File: src/rtl/control_unit.sv
// control_unit: multicycle FETCH -> DECODE -> EXECUTE sequencer (plus HALT) for a 16-bit accumulator CPU.
// Conditional branches BEQ..BLE exist only when CONTROL_UNIT_BRANCH_EN is defined; JMP and the Z/N status register always exist.
module control_unit #(
  parameter int ADDR_WIDTH   = 11,
  parameter int OPCODE_WIDTH = 5
) (
  input  logic                               clock_in,
  input  logic                               reset_in,
  input  logic [OPCODE_WIDTH+ADDR_WIDTH-1:0] instruction_in,
  input  logic                               zero_indicator_in,
  input  logic                               signal_bit_in,
  output logic [ADDR_WIDTH-1:0]              pc_out,
  output logic [ADDR_WIDTH-1:0]              operand_out,
  output logic                               operation_out,
  output logic                               src_sel_out,
  output logic [1:0]                         acc_sel_out,
  output logic                               acc_wr_out,
  output logic                               mem_wr_out,
  output logic                               halted_out,
  output logic [1:0]                         state_out,
  output logic [1:0]                         status_out
);

  localparam int INSTR_WIDTH = OPCODE_WIDTH + ADDR_WIDTH;

  localparam logic [OPCODE_WIDTH-1:0] OP_HLT  = OPCODE_WIDTH'(0);
  localparam logic [OPCODE_WIDTH-1:0] OP_STO  = OPCODE_WIDTH'(1);
  localparam logic [OPCODE_WIDTH-1:0] OP_LD   = OPCODE_WIDTH'(2);
  localparam logic [OPCODE_WIDTH-1:0] OP_LDI  = OPCODE_WIDTH'(3);
  localparam logic [OPCODE_WIDTH-1:0] OP_ADD  = OPCODE_WIDTH'(4);
  localparam logic [OPCODE_WIDTH-1:0] OP_ADDI = OPCODE_WIDTH'(5);
  localparam logic [OPCODE_WIDTH-1:0] OP_SUB  = OPCODE_WIDTH'(6);
  localparam logic [OPCODE_WIDTH-1:0] OP_SUBI = OPCODE_WIDTH'(7);
`ifdef CONTROL_UNIT_BRANCH_EN
  localparam logic [OPCODE_WIDTH-1:0] OP_BEQ  = OPCODE_WIDTH'(8);
  localparam logic [OPCODE_WIDTH-1:0] OP_BNE  = OPCODE_WIDTH'(9);
  localparam logic [OPCODE_WIDTH-1:0] OP_BGT  = OPCODE_WIDTH'(10);
  localparam logic [OPCODE_WIDTH-1:0] OP_BGE  = OPCODE_WIDTH'(11);
  localparam logic [OPCODE_WIDTH-1:0] OP_BLT  = OPCODE_WIDTH'(12);
  localparam logic [OPCODE_WIDTH-1:0] OP_BLE  = OPCODE_WIDTH'(13);
`endif
  localparam logic [OPCODE_WIDTH-1:0] OP_JMP  = OPCODE_WIDTH'(14);

  localparam logic [1:0] ACC_SEL_ALU = 2'b00;
  localparam logic [1:0] ACC_SEL_MEM = 2'b01;
  localparam logic [1:0] ACC_SEL_IMM = 2'b10;

  typedef enum logic [1:0] {
    ST_FETCH   = 2'd0,
    ST_DECODE  = 2'd1,
    ST_EXECUTE = 2'd2,
    ST_HALT    = 2'd3
  } state_t;

  state_t                    state;
  state_t                    state_next;
  logic [INSTR_WIDTH-1:0]    ir;
  logic [ADDR_WIDTH-1:0]     pc;
  logic                      flag_z;
  logic                      flag_n;
  logic [OPCODE_WIDTH-1:0]   opcode;
  logic [ADDR_WIDTH-1:0]     operand;
  logic                      is_alu_op;
  logic                      branch_taken;
  logic [ADDR_WIDTH-1:0]     pc_next;

  assign opcode      = ir[INSTR_WIDTH-1:ADDR_WIDTH];
  assign operand     = ir[ADDR_WIDTH-1:0];
  assign is_alu_op   = (opcode == OP_ADD) || (opcode == OP_ADDI) ||
                       (opcode == OP_SUB) || (opcode == OP_SUBI);
  assign pc_out      = pc;
  assign operand_out = operand;
  assign state_out   = state;
  assign status_out  = {flag_z, flag_n};

  // State register
  always_ff @(posedge clock_in or posedge reset_in) begin
    if (reset_in) begin
      state <= ST_FETCH;
    end else begin
      state <= state_next;
    end
  end

  // Next-state logic
  always_comb begin
    state_next = state;
    case (state)
      ST_FETCH:   state_next = ST_DECODE;
      ST_DECODE:  state_next = ST_EXECUTE;
      ST_EXECUTE: state_next = (opcode == OP_HLT) ? ST_HALT : ST_FETCH;
      ST_HALT:    state_next = ST_HALT;
      default:    state_next = ST_FETCH;
    endcase
  end

  // Output logic: every strobe and select is qualified by EXECUTE, so reset clears them at once
  always_comb begin
    acc_wr_out    = 1'b0;
    mem_wr_out    = 1'b0;
    operation_out = 1'b0;
    src_sel_out   = 1'b0;
    acc_sel_out   = ACC_SEL_ALU;
    halted_out    = (state == ST_HALT);
    if (state == ST_EXECUTE) begin
      case (opcode)
        OP_STO: mem_wr_out = 1'b1;
        OP_LD: begin
          acc_wr_out  = 1'b1;
          acc_sel_out = ACC_SEL_MEM;
        end
        OP_LDI: begin
          acc_wr_out  = 1'b1;
          acc_sel_out = ACC_SEL_IMM;
        end
        OP_ADD, OP_SUB: begin
          acc_wr_out    = 1'b1;
          operation_out = (opcode == OP_SUB);
        end
        OP_ADDI, OP_SUBI: begin
          acc_wr_out    = 1'b1;
          src_sel_out   = 1'b1;
          operation_out = (opcode == OP_SUBI);
        end
        default: ;
      endcase
    end
  end

  // Branch decision on the latched status; disabled conditional opcodes fall to NOP
  always_comb begin
    branch_taken = 1'b0;
    case (opcode)
      OP_JMP: branch_taken = 1'b1;
`ifdef CONTROL_UNIT_BRANCH_EN
      OP_BEQ: branch_taken = flag_z;
      OP_BNE: branch_taken = !flag_z;
      OP_BGT: branch_taken = !flag_n && !flag_z;
      OP_BGE: branch_taken = !flag_n;
      OP_BLT: branch_taken = flag_n;
      OP_BLE: branch_taken = flag_n || flag_z;
`endif
      default: branch_taken = 1'b0;
    endcase
  end

  assign pc_next = branch_taken ? operand : pc + ADDR_WIDTH'(1);

  // Datapath registers: IR at end of DECODE, PC and flags at end of EXECUTE
  always_ff @(posedge clock_in or posedge reset_in) begin
    if (reset_in) begin
      ir     <= '0;
      pc     <= '0;
      flag_z <= 1'b0;
      flag_n <= 1'b0;
    end else begin
      if (state == ST_DECODE) begin
        ir <= instruction_in;
      end
      if (state == ST_EXECUTE && opcode != OP_HLT) begin
        pc <= pc_next;
      end
      if (state == ST_EXECUTE && is_alu_op) begin
        flag_z <= zero_indicator_in;
        flag_n <= signal_bit_in;
      end
    end
  end

endmodule

File: config.mk
export PLATFORM = sky130hd
export DESIGN_NAME = control_unit
export DESIGN_NICKNAME = d
export VERILOG_FILES = /design/src/rtl/control_unit.sv
export SDC_FILE = /design/constraint.sdc
export NUM_CORES = 1
export LEC_CHECK = 0
export ABC_AREA = 1
export CORE_ASPECT_RATIO = 1.4
export CORE_UTILIZATION = 35
export CTS_BUF_LIST = sky130_fd_sc_hd__clkbuf_4
export DETAILED_ROUTE_END_ITERATION = 7
export PLACE_DENSITY = 0.7
export RECOVER_POWER = 100
export SYNTH_ARGS = -nofsm -noshare
export SYNTH_HDL_FRONTEND = slang
export SYNTH_SLANG_ARGS = --single-unit
File: constraint.sdc
create_clock -name clock_in -period 1.2 [get_ports clock_in]
set_input_delay 0.3 -clock clock_in [delete_from_list [all_inputs] [get_ports clock_in]]
set_output_delay 0.3 -clock clock_in [all_outputs]
set_load 0.02 [all_outputs]
==> flow_metrics.py, run 1 <==
metrics = {
    "synth": {
        "yosys_warnings": 0,
        "yosysSeqAreaShare": 0.456,
        "ys_top_cells_by_area": "dfrtp_1 (46%), nand2_1 (21%), buf_4 (6.2%), inv_1 (5.3%), nand3_1 (5.0%)",
        "synthTopCellsByCount": "nand2_1 (93), dfrtp_1 (31), inv_1 (24)",
        "ys.flop_type": "dfrtp_1",
        "synth_most_common_cell": "nand2_1",
        "netlist_instances": 234,
        "yosys.area.top_type": "dfrtp_1",
        "syn_area_um2": 1700,
        "ys_ff_latch": 31,
        "synthArstFlopShare": 1.00,
        "synth_edf_count": 0,
        "avgSynthCellArea_um2": 7.27,
        "synthDistinctLibCells": 20,
        "syn_nets": 255,
        "synth_top_area_frac": 0.456,
    },
    "cts": {
        "clock-sinks": 31,
        "cts_tree": "done",
        "path_clk_slew_ns": 0.10,
        "cts_buffers": 5,
        "cts-hold-fix-buffers": 0,
        "htree_levels": 2,
        "clock_latency_ns": 0.33,
        "root_buffer": "clkbuf_4",
        "clk_path_buf_depth": 2,
    },
    "sta": {
        "fin_skew_ns": 0.0121,
        "holdWs_ns": 0.482,
        "setup_viol": 41,
        "worst_slack_ns": -0.573,
        "slew_headroom": 0.488,
        "worstMarginPinSlew_ns": 0.768,
        "hold_violations": 0,
        "finalSetupTns_ns": -6.36,
        "fmaxAchievable_mhz": 564,
        "fin_crit_sh": 1.48,
        "post-route-min-period_ns": 1.77,
        "drv_slew": 0,
        "rsz0062_at_grt": "true",
    },
    "floorplanning": {
        "die-height_um": 84.5,
        "num_rows": 29,
        "fp.dieW_um": 60.9,
        "design.core.area_um2": 4610,
        "die_area_um2": 5150,
        "io_pins": 53,
        "initial_utilization": 0.369,
    },
    "placed_design": {
        "dp_hpwl_mm": 3.16,
        "place_congestion": 0.811,
        "io_buffers": 52,
    },
    "route": {
        "postRouteAntennaNets": 0,
        "via_per_inst": 4.44,
        "vias": 1701,
        "wl_mm": 4.44,
        "drtIter0Drc": 25,
        "dr.pass1.iters": 4,
        "routedWlPerCell_um": 11.6,
        "drc": 0,
    },
    "pwr": {
        "vdd_drop_max_uv": 1730,
        "power_per_cell_area_nw_per_um2": 2550,
        "leakage_nw": 1.42,
    },
    "hold_path": {
        "min_path_type": "input port to asynchronous set/reset pin",
    },
    "finish": {
        "ff_latch_area_um2": 783,
        "drive_gt1_frac": 0.436,
        "area_growth_syn_to_layout_pct": 65.1,
        "multiInputGateArea_um2": 860,
        "fill_cells": 402,
        "antenna_cells": 0,
        "fin_nets": 341,
    },
    "setup_path": {
        "crit_arrival_ns": 1.47,
        "critPathTopFamily": "flip-flops",
        "crit_buf_inv": 3,
        "required_ns": 0.90,
        "slowest_delay_ns": 0.44,
        "crit_type": "register to output pin",
        "cpMostUsedCell": "inv_2",
        "start_kind": "register",
        "cp_max_fo": 4,
        "path_cells": "nor2_4 -> nand4_1 -> inv_2 -> nor2_2 -> inv_2 -> buf_6",
        "cp_slowest_cell": "dfrtp_2",
        "cp-end-kind": "output pin",
    },
    "grt": {
        "antenna_found_initial": 0,
        "overflow": 0,
        "grt_pass1_wl_mm": 7.45,
        "grt_start_max_net_pins": 32,
        "first_global_vias": 1766,
        "track_usage": 0.192,
    },
    "run_status": {
        "violations": "negative setup slack",
        "status": "finished, violations left",
    },
    "job": {
        "maxCapViolations": 0,
    },
}
layout by cell type, fill, tap and decap left out, types with 6 or more instances in the layout:
master	count
dfrtp_2	6
nand2_2	10
nor2_1	8
nand3_1	12
inv_2	8
nand2_1	82
clkbuf_4	7
dfrtp_1	25
inv_1	17
buf_6	41
nor2_2	10
o21ai_1	6
buf_4	30
clkdlybuf4s50_1	19
path summary, 6_finish.rpt:
path	depth (start not counted)	startpoint	endpoint	slack (ns)
min in group clock_in	3	instruction_in[7]	ir[7]	0.50
setup / recovery	6	state_out[0]	acc_wr_out	-0.57
hold reg to reg	2	flag_z	flag_z	0.51
setup reg to reg	7	state_out[1]	ir[11]	-0.18
hold / removal	3	reset_in	ir[2]	0.48
max in group asynchronous	3	reset_in	pc_out[3]	0.19
worst register-to-register path, stage by stage (launching register included):
cell     delay (ns)
dfrtp_2        0.44
buf_6          0.12
buf_6          0.11
buf_6          0.11
nor2_4         0.20
buf_6          0.18
nand2_1        0.06
o21ai_0        0.08
cell families after synthesis:
kind of cell    count (synthesis)  synth area share
compound gates                 13            0.0382
xor+xnor                        3            0.0154
fa+ha+maj                       1           0.00735
buf+inv                        45             0.137
flops                          31             0.456
simple gates                  141             0.346
routing by layer:
metal / GRT usage / part of all wire / vias to the layer above
met4: 0.0661 / 0.016 / 0
met2: 0.347 / 0.56 / 38
met1: 0.213 / 0.38 / 784
met5: 0 / 0 / -
li1: - / - / 871
met3: 0.0431 / 0.041 / 8
what timing repair did:
| item | 4_1_cts | 5_1_grt |
|---|---|---|
| cloned | 1 | 1 |
| setup buffers | 11 | 6 |
| gates resized for setup | 191 | 70 |
| endpoints found under the hold margin | 0 | 0 |
| endpoints found under the setup margin | 44 | 59 |
| pin swaps | 13 | 10 |
registers in the layout, indices dropped and copies added, names as in the netlist:
name,flops
flag_n,1
flag_z,1
state_out,2
ir,16
pc_out,11
power breakdown:
group	total, W	leakage, nW	internal [W]	switching [W]
logic	0.00466	1.01	0.00228	0.00238
registers	0.00193	0.381	0.00154	0.000388
clock network	0.000587	0.0307	0.000239	0.000347
final cells by class:
type,count,share of cell area
Clock inverter,2,0.00267
Multi-Input combinational cell,158,0.306
Timing Repair Buffer,97,0.331
Inverter,27,0.0379
Clock buffer,6,0.0160
Tap cell,62,0.0276
Sequential cell,31,0.279
through the flow:
stage	std cells	util	instance area, um^2	power, W	setup slack [ns]
floorplan	234	-	1760	0.00413	-0.182
global placement	364	0.544	2510	0.00571	-0.660
detailed placement	364	0.544	2510	0.00578	-0.698
CTS	383	0.575	2650	0.00660	-0.554
global route	383	0.610	2810	0.00769	-0.649
finish	383	0.610	2810	0.00718	-0.573
Note: power is estimated with default switching activity, not from simulation.
==> run 2, diff against run 1 <==
--- a/config.mk
+++ b/config.mk
@@ -7,10 +7,10 @@
 export LEC_CHECK = 0
 export ABC_AREA = 1
 export CORE_ASPECT_RATIO = 1.4
-export CORE_UTILIZATION = 35
+export CORE_UTILIZATION = 43
 export CTS_BUF_LIST = sky130_fd_sc_hd__clkbuf_4
 export DETAILED_ROUTE_END_ITERATION = 7
-export PLACE_DENSITY = 0.7
+export PLACE_DENSITY = 0.78
 export RECOVER_POWER = 100
 export SYNTH_ARGS = -nofsm -noshare
 export SYNTH_HDL_FRONTEND = slang
==> flow_metrics.py, run 2 (same netlist as run 1, synthesis figures left out) <==
metrics = {
    "sta": {
        "worstMarginPinSlew_ns": 0.773,
        "post-route-min-period_ns": 1.87,
        "worst_slack_ns": -0.668,
        "finalSetupTns_ns": -8.56,
        "fmaxAchievable_mhz": 535,
        "drv_slew": 0,
        "hold_violations": 0,
        "rsz0062_at_grt": "true",
        "slew_headroom": 0.485,
        "setup_viol": 47,
        "fin_skew_ns": 0.0132,
        "fin_crit_sh": 1.56,
    },
    "setup_path": {
        "crit_arrival_ns": 1.57,
        "cp_max_fo": 2,
        "cp-end-kind": "output pin",
        "start_kind": "register",
        "required_ns": 0.90,
        "crit_type": "register to output pin",
    },
    "cts": {
        "clock_latency_ns": 0.35,
        "path_clk_slew_ns": 0.11,
        "cts_tree": "done",
        "cts-hold-fix-buffers": 0,
        "clk_path_buf_depth": 2,
        "htree_levels": 2,
        "root_buffer": "clkbuf_4",
        "clock-sinks": 31,
        "cts_buffers": 5,
    },
    "grt": {
        "antenna_found_initial": 0,
        "overflow": 0,
        "track_usage": 0.268,
        "first_global_vias": 1824,
        "grt_start_max_net_pins": 32,
        "grt_pass1_wl_mm": 8.05,
    },
    "floorplanning": {
        "die_area_um2": 4220,
        "design.core.area_um2": 3710,
        "die-height_um": 76.4,
        "io_pins": 53,
        "initial_utilization": 0.459,
        "num_rows": 26,
        "fp.dieW_um": 55.2,
    },
    "hold_path": {
        "min_path_type": "input port to asynchronous set/reset pin",
    },
    "placed_design": {
        "dp_hpwl_mm": 3.14,
        "place_congestion": 0.763,
        "place_inst": 350,
        "io_buffers": 52,
    },
    "finish": {
        "layout_common_cells": "nand2_1 (82), buf_6 (46), buf_4 (45), dfrtp_1 (25), clkdlybuf4s50_1 (19)",
        "antenna_cells": 0,
        "final_cells": 380,
        "drive_gt1_frac": 0.462,
        "regMostFlops": "ir",
        "area_growth_syn_to_layout_pct": 75.8,
        "largest_reg_flops": 16,
        "final_common_cell": "nand2_1",
        "fin_nets": 358,
        "final_util": 0.807,
    },
    "route": {
        "vias": 1899,
        "wl_mm": 5.52,
        "routedWlPerCell_um": 14.5,
        "postRouteAntennaNets": 0,
        "drc": 0,
        "dr.pass1.iters": 4,
        "via_per_inst": 5.00,
        "drtIter0Drc": 71,
    },
    "pwr": {
        "power.total_w": 0.00802,
        "vdd_drop_max_uv": 2270,
        "power_per_cell_area_nw_per_um2": 2680,
        "leakage_nw": 1.53,
    },
    "run_status": {
        "status": "finished, violations left",
        "violations": "negative setup slack",
    },
    "job": {
        "maxCapViolations": 0,
    },
}
-- run 2: cell count changes in the layout (fill, tap and decap cells not counted), moves of 2 or more --
cell / delta
buf_6: +5
inv_2: -4
nor2_4: +5
buf_4: +15
o21ai_0: +2
inv_6: +2
nor2_2: -4
o21ai_2: -2
buf_2: -4
-- run 2: cell type report --
type,instances,area (um^2)
Clock buffer,6,45.0
Clock inverter,2,8.76
Fill cell,206,717
Inverter,27,119
Multi-Input combinational cell,158,872
Sequential cell,31,783
Tap cell,42,52.6
Timing Repair Buffer,114,1110
-- run 2: power by group --
group          switching, W  internal (W)
logic               0.00268       0.00274
registers          0.000419       0.00154
clock network      0.000391      0.000242
total               0.00349       0.00453
-- run 2: critical path, cell delays in order (launching register included) --
cell     delay [ns]
dfrtp_1        0.41
nor3_2         0.21
nand2_1        0.14
nor2_2         0.17
inv_2          0.08
nor2_2         0.08
buf_4          0.14
-- run 2: timing repair --
item | in CTS | in global routing
setup endpoints to repair | 54 | 64
gates resized for setup | 220 | 49
gates cloned | 0 | 2
hold endpoints to repair | 0 | 0
pin swaps | 11 | 20
setup buffers | 16 | 12
-- run 2: worst paths after layout --
| path | startpoint | to | slack, ns | depth (start not counted) |
|---|---|---|---|---|
| max | ir[14] | acc_sel_out[0] | -0.67 | 6 |
| min | reset_in | state_out[1] | 0.46 | 3 |
| max reg2reg | ir[11] | pc_out[10] | -0.20 | 9 |
| min reg2reg | flag_n | flag_n | 0.52 | 2 |
| max in group asynchronous | reset_in | pc_out[2] | 0.20 | 3 |
| min in group clock_in | instruction_in[4] | ir[4] | 0.48 | 3 |
-- run 2: per-stage QoR --
stage	instance area [um^2]	hold WS, ns	worst slack (ns)
final	2990	0.462	-0.668
after global routing	2990	0.490	-0.740
after CTS	2800	0.280	-0.691
after detailed placement	2530	0.469	-0.822
after global placement	2530	0.470	-0.671
after floorplan	1760	0.403	-0.182
-- run 2: layer usage --
metal / routed length (um) / vias to the layer above / part of all wire / global-route usage
met4: 185 / 0 / 0.034 / 0.125
met3: 293 / 18 / 0.053 / 0.0918
li1: - / 905 / - / -
met2: 3080 / 62 / 0.56 / 0.464
met5: 0 / - / 0 / 0
met1: 1960 / 914 / 0.35 / 0.269
